==> src/rtl/uart_pkg.sv <==
// Shared UART definitions used by both the receiver and the transmitter.
// The PARITY state only exists when UART_RX_PARITY_EN is defined.
package uart_pkg;

  localparam int UART_OVERSAMPLE = 16;
  localparam int UART_MID_TICK   = 7;

`ifdef UART_RX_PARITY_EN
  typedef enum logic [2:0] {
    ST_IDLE,
    ST_START,
    ST_DATA,
    ST_PARITY,
    ST_STOP
  } uart_rx_state_t;
`else
  typedef enum logic [2:0] {
    ST_IDLE,
    ST_START,
    ST_DATA,
    ST_STOP
  } uart_rx_state_t;
`endif

endpackage

==> src/rtl/sync_2ff.sv <==
// Two-flop synchronizer for a single asynchronous input; RESET_VAL sets the
// value both flops take in reset so an idle line does not look like an edge.
module sync_2ff #(
  parameter logic RESET_VAL = 1'b1
) (
  input  logic clk,
  input  logic rst,
  input  logic d,
  output logic q
);

  logic meta;

  always_ff @(posedge clk) begin
    if (rst) begin
      meta <= RESET_VAL;
      q    <= RESET_VAL;
    end else begin
      meta <= d;
      q    <= meta;
    end
  end

endmodule

==> src/rtl/uart_rx_oversampled.sv <==
// UART receiver using a 16x oversampling tick; samples each bit mid-period.
// Define UART_RX_PARITY_EN to add an even-parity bit and the parity_err port.
module uart_rx_oversampled
  import uart_pkg::*;
#(
  parameter int DBITS   = 8,
  parameter int SB_TICK = 16
) (
  input  logic             clk,
  input  logic             rst,
  input  logic             s_tick,
  input  logic             rx,
  output logic [DBITS-1:0] rx_data,
  output logic             rx_done_tick,
`ifdef UART_RX_PARITY_EN
  output logic             parity_err,
`endif
  output logic             frame_err
);

  localparam int NW = (DBITS > 1) ? $clog2(DBITS) : 1;

  uart_rx_state_t   state;
  logic [3:0]       s;
  logic [NW-1:0]    n;
  logic [DBITS-1:0] b;
  logic             rx_s;
`ifdef UART_RX_PARITY_EN
  logic             par_bit;
`endif

  sync_2ff #(.RESET_VAL(1'b1)) u_sync (
    .clk (clk),
    .rst (rst),
    .d   (rx),
    .q   (rx_s)
  );

  // rx_done_tick defaults low so it can only ever pulse for one cycle.
  always_ff @(posedge clk) begin
    if (rst) begin
      state        <= ST_IDLE;
      s            <= '0;
      n            <= '0;
      b            <= '0;
      rx_data      <= '0;
      rx_done_tick <= 1'b0;
      frame_err    <= 1'b0;
`ifdef UART_RX_PARITY_EN
      parity_err   <= 1'b0;
      par_bit      <= 1'b0;
`endif
    end else begin
      rx_done_tick <= 1'b0;
      case (state)
        ST_IDLE: begin
          if (!rx_s) begin
            state <= ST_START;
            s     <= '0;
          end
        end
        ST_START: begin
          if (s_tick) begin
            if (s == 4'(UART_MID_TICK)) begin
              if (!rx_s) begin
                state <= ST_DATA;
                s     <= '0;
                n     <= '0;
              end else begin
                state <= ST_IDLE;
              end
            end else begin
              s <= s + 4'd1;
            end
          end
        end
        ST_DATA: begin
          if (s_tick) begin
            if (s == 4'(UART_OVERSAMPLE - 1)) begin
              b <= {rx_s, b[DBITS-1:1]};
              s <= '0;
              if (n == NW'(DBITS - 1)) begin
`ifdef UART_RX_PARITY_EN
                state <= ST_PARITY;
`else
                state <= ST_STOP;
`endif
              end else begin
                n <= n + NW'(1);
              end
            end else begin
              s <= s + 4'd1;
            end
          end
        end
`ifdef UART_RX_PARITY_EN
        ST_PARITY: begin
          if (s_tick) begin
            if (s == 4'(UART_OVERSAMPLE - 1)) begin
              par_bit <= rx_s;
              s       <= '0;
              state   <= ST_STOP;
            end else begin
              s <= s + 4'd1;
            end
          end
        end
`endif
        ST_STOP: begin
          // A bad stop bit still completes the frame, flagged via frame_err.
          if (s_tick) begin
            if (s == 4'(SB_TICK - 1)) begin
              rx_data      <= b;
              frame_err    <= ~rx_s;
`ifdef UART_RX_PARITY_EN
              parity_err   <= ^{b, par_bit};
`endif
              rx_done_tick <= 1'b1;
              state        <= ST_IDLE;
            end else begin
              s <= s + 4'd1;
            end
          end
        end
        default: state <= ST_IDLE;
      endcase
    end
  end

endmodule

==> config.mk <==
export PLATFORM = sky130hd
export DESIGN_NAME = uart_rx_oversampled
export DESIGN_NICKNAME = d
export VERILOG_FILES = /design/src/rtl/uart_pkg.sv /design/src/rtl/sync_2ff.sv /design/src/rtl/uart_rx_oversampled.sv
export SDC_FILE = /design/constraint.sdc
export NUM_CORES = 1
export LEC_CHECK = 0
export BUFFER_PORTS_ARGS = -buffer_cell sky130_fd_sc_hd__buf_2
export CAP_MARGIN = 10
export CORE_UTILIZATION = 56
export DETAILED_ROUTE_END_ITERATION = 10
export PLACE_DENSITY = 0.88
export SYNTH_ARGS = -nofsm -noshare
export SYNTH_HDL_FRONTEND = slang
export SYNTH_SLANG_ARGS = --single-unit
export TNS_END_PERCENT = 100
==> constraint.sdc <==
create_clock -name clk -period 2.15 [get_ports clk]
set_input_delay 0.215 -clock clk [delete_from_list [all_inputs] [get_ports clk]]
set_output_delay 0.215 -clock clk [all_outputs]
set_load 0.1 [all_outputs]
# Yosys cells after proc, flatten, opt, wreduce, memory -nomap -nowiden
# Cells that the tools add are included.
[totals]
ff_bits = 30
inputBits = 4
output_inout_bits = 10
wordCells = 66
[classes]
n_addsub = 2
n_eq_ne = 17
mux = 26
bitwise = 3
n_reduce_logical = 9
[ops]
columns = ["cell", "count"]
rows = [
  ["2-to-1 mux 3 bit", 14],
  ["2-to-1 mux 4 bit", 7],
  ["!= test 2 bit (second input constant)", 11],
  ["case mux 4 bit (4 select lines)", 1],
  ["case mux 3 bit (4 select lines)", 1],
  ["AND reduction 8 bit", 1],
  ["AND reduction 7 bit", 1],
  ["== test 3 x 2 -> 1 bit (second input constant)", 2],
  ["case mux 3 bit (2 select lines)", 1],
  ["AND reduction 3 bit", 2],
  ["AND reduction 5 bit", 1],
  ["adder 4 x 1 -> 4 bit (second input constant)", 1],
  ["== test 4 x 3 -> 1 bit (second input constant)", 1],
  ["== test 4 bit (second input constant)", 1],
  ["nonzero test 4 bit", 1],
  ["adder 3 x 1 -> 3 bit (second input constant)", 1],
  ["== test 3 x 1 -> 1 bit (second input constant)", 1],
  ["== test 3 bit (second input constant)", 1],
  ["zero test 3 bit", 1],
  ["NOT 1 bit", 3],
  ["OR reduction 3 bit", 1],
  ["2-to-1 mux 2 bit", 1],
  ["nonzero test 2 bit", 1],
  ["2-to-1 mux 1 bit", 1],
]

# Depth between registers and ports, before layout
[logic_depth]
word_depth = 5
ltp_mapped = 5
ltp_nobuf = 5

# By module
# A second synthesis with hierarchy kept.
[unflattened]
cells_unflattened = 132
hier_area_um2 = 1321.3
[modules_own_cells]
columns = ["module", "instances", "cells_per_inst", "area_each_um2", "seq_area_each_um2"]
rows = [
  ["uart_rx_oversampled", 1, 128, 1268.7, 540.5],
  ["sync_2ff", 1, 4, 52.6, 40.0],
]

# Worst setup path before layout
# OpenSTA, ideal clock, no wires.
[synth_timing]
path_type = "flip-flop to flip-flop"
start = "register s[0]"
end = "register n[0]"
setup_ps = 87
arrival_time_ps = 1561
t_required_ps = 2063
slack_ps = 502
path_stages_with_launch = 6
n_path_buf = 0
synth_period_minus_slack_ps = 1648
path_cell_list = "dfxtp_1 > ha_1 > and3b_2 > o22ai_2 > or4_4 > o31ai_1"
[synth_between]
elab_chain_len = 3
elab_cells_between_ends = 5
classes_between = "4 x eq/ne; 1 x reduce/logical"
[synth_rtl]
columns = ["item", "line_no", "text"]
rows = [
  ["from (decl)", "uart_rx_oversampled.sv:24", "logic [3:0] s;"],
  ["from (signal assigned)", "uart_rx_oversampled.sv:73", "s <= s + 4'd1;"],
  ["from (signal assigned)", "uart_rx_oversampled.sv:92", "s <= s + 4'd1;"],
  ["from (signal assigned)", "uart_rx_oversampled.sv:121", "s <= s + 4'd1;"],
  ["== test 4 bit / == test 4 x 3 -> 1 bit (equally long branches)", "uart_rx_oversampled.sv:79, uart_rx_oversampled.sv:64", ""],
  ["!= test 2 bit (no line)", "--", ""],
  ["AND reduction 7 bit (no line) *", "--", ""],
  ["to (signal assigned)", "uart_rx_oversampled.sv:89", "n <= n + NW'(1);"],
  ["to (decl)", "uart_rx_oversampled.sv:25", "logic [NW-1:0] n;"],
]
# Every way passes the cells marked *; elsewhere a longest branch is shown, timed or not.
# A chain may end at the register's enable or synchronous reset.

# Final worst setup path
# Same ends and word-level chain as after synthesis.

==> flow_metrics.tcl <==
set metrics [dict create \
    crit_slowest_cell "or4_4" \
    grt_pass1_wl_um 4020 \
    cts_resized 0 \
    worst_slack_ps 319 \
    synth_top_area_share_pct 45.3 \
    period_needed_ps 1830 \
    drtAntennaViolNets 0 \
    clockBufferDepth 2 \
    first_iter_violations 29 \
    hold_violations 0 \
    n_antenna_cell 0 \
    clkLatencyLatePin_ps 330 \
    syn_to_final_growth_pct 9.08 \
    clkSinkCount 29 \
    synth.avg_cell_area_um2 9.56 \
    pin_count 14 \
    critPathLaunchType "flop" \
    core_area_mm2 0.00206 \
    syn_inst 134 \
    grt_antenna_before_repair 0 \
    combinationalPowerShare_pct 4.3 \
    die_w_um 49.8 \
    vias 1008 \
    maxCapViolations 0 \
    ys.flop_type "dfxtp_1" \
    h-tree-depth 2 \
    fp.dieH_um 49.8 \
    hpwl_um 1610 \
    drive_gt1_share_pct 20.9 \
    initial_utilization_pct 62.1 \
    postCtsSetupBuffers 0 \
    synthArstFlopShare_pct 0 \
    timing.final.crit_share_pct 85.1 \
    cts_tree "yes" \
    tns_ps 0 \
    rsz0062_at_grt "false" \
    grt_overflow_total 0 \
    p_sw_w 0.000219 \
    max_stage_delay_ps 510 \
    io_buffers 13 \
    worstSetupEndpointType "flop" \
    globalRouteTotalUtil_pct 21.9 \
    path_cells "ha_1, and3b_2, o22ai_2, or4_4, o31ai_1" \
    yosysWarnings 0 \
    drc 0 \
    dieArea_mm2 0.00248 \
    yosysMostFrequentCell "dfxtp_1" \
    synth_seq_cells 29 \
    routed_wl_um 2310 \
    synth_area_leader_cell "dfxtp_1" \
    synth_edf_count 0 \
    critPathKind "reg -> reg" \
    ys_types 32 \
    cts_root_buffer "clkbuf_4" \
    synth_area_leaders "dfxtp_1 (45%), mux2i_1 (15%), nor2_1 (6.7%)" \
    synth_area_mm2 0.00128 \
    synth_nets 141 \
    final_nets 154 \
    drv_slew 0 \
    switching_share_pct 24.4 \
    vdd_ir_drop_max_mv 0.613 \
    path_max_fanout 7 \
    post_drt_wl_per_cell_um 13.2 \
    row_count 16 \
    grt_pass1_vias 957 \
    skew_ps 8.31 \
    place.gp.congestion 0.898 \
    grt_max_degree 33 \
    worst_ep_required_time_ps 2390 \
    internal_power_w 0.000679 \
    power_frac_seq_pct 61.1 \
    status "completed" \
    hold_ws_ps 78.3 \
    hold_class "in -> reg" \
    dp.cells 167 \
    clkPwrFrac_pct 34.6 \
    viasPerCell 5.76 \
    cp.arrival_ps 2080 \
    setup_viol 0 \
    seq_area_frac_synth_pct 45.3 \
    p_per_area_mw_per_mm2 643 \
    slew_headroom_pct 65.5 \
    worst_slew_pin_slew_ps 518 \
    max_freq_mhz 546 \
    post-place-ws_ps 319 \
    drtPass1Iterations 4 \
    cts_buffers 5 \
    ctsHoldBuffers 0 \
    synth_common_cells "dfxtp_1 (29), nor2_1 (23), mux2i_1 (19)" \
    path_clk_slew_ps 90 \
    power.leakage_nw 0.509 \
    layout.cells.non_filler 175 \
]
critical path: cells and delay by family (launching register included):
kind                     cells  cell delay (ps)
flip-flops                   1              390
AND/OR/NAND/NOR              2              760
AO/OA/AOI/OAI                2              300
adder cells (fa/ha/maj)      1              310
logic make-up (layout without fill, tap and decap cells):
family | count (synthesis) | in the layout | share of synthesized area [%]
buf+inv | 12 | 26 | 4.39
xor+xnor | 2 | 2 | 1.37
compound gates | 22 | 22 | 11.4
mux | 19 | 19 | 14.8
simple gates | 47 | 47 | 19.7
fa+ha+maj | 3 | 3 | 2.93
flops | 29 | 29 | 45.3
flip-flops by register name, indices dropped and copies added, names as in the netlist:
register      flops
s                 4
n                 3
b                 8
frame_err         1
rx_done_tick      1
u_sync.q          1
state             2
rx_data           8
u_sync.meta       1
worst paths after layout:
check             slack, ps     endpoint        start  depth (start not counted)
setup / recovery        320         n[0]         s[0]                          5
hold / removal           80  u_sync.meta           rx                          2
setup reg to reg        320         n[0]         s[0]                          5
hold reg to reg         410     u_sync.q  u_sync.meta                          1
layer usage:
metal  GRT usage [%]  share of wire (%)  vias to the layer above
met5               0                  0                        -
met3            9.88                6.7                        5
met4            12.4                1.2                        0
li1                -                  -                      492
met2            35.4                 50                       35
met1            23.4                 42                      476
power groups by stage:
stage | Sequential [W] | Combinational [W] | Clock, W
floorplan | 0.000557 | 0.0000330 | 0
global placement | 0.000561 | 0.0000366 | 0
detailed placement | 0.000561 | 0.0000381 | 0
CTS | 0.000549 | 0.0000382 | 0.000322
global route | 0.000550 | 0.0000435 | 0.000349
finish | 0.000549 | 0.0000388 | 0.000310
cells in the final DEF (no fill, tap or decap), types with 2 or more instances in the layout:
| cell type | synthesis | routed |
|---|---|---|
| clkbuf_4 | 0 | 5 |
| mux2i_1 | 19 | 19 |
| a21oi_1 | 4 | 4 |
| nor2_1 | 23 | 23 |
| buf_2 | 3 | 13 |
| o32ai_1 | 2 | 2 |
| clkinv_2 | 0 | 2 |
| nand3_1 | 3 | 3 |
| nand2b_1 | 4 | 4 |
| dfxtp_1 | 29 | 29 |
| nand2_1 | 4 | 4 |
| a31oi_1 | 2 | 2 |
| nor2_4 | 2 | 2 |
| or2_2 | 2 | 2 |
| a211oi_1 | 2 | 2 |
| xnor2_1 | 2 | 2 |
| inv_1 | 5 | 5 |
| nor3_1 | 2 | 2 |
| o21ai_0 | 7 | 7 |
| ha_1 | 3 | 3 |
final cells by class:
type	instances	area, µm²
Inverter	5	18.8
Fill cell	163	664
Tap cell	27	33.8
Clock inverter	3	17.5
Sequential cell	29	581
Clock buffer	5	37.5
Multi-Input combinational cell	93	644
Timing Repair Buffer	13	65.1
per-stage QoR:
step                power [W]  util, %  instance area, µm²
CTS                  0.000909     67.8                1400
floorplan            0.000590        -                1280
finish               0.000898     67.8                1400
global placement     0.000597     65.1                1340
detailed placement   0.000599     65.1                1340
global route         0.000943     67.8                1400
Note: power is estimated with default switching activity, not from simulation.
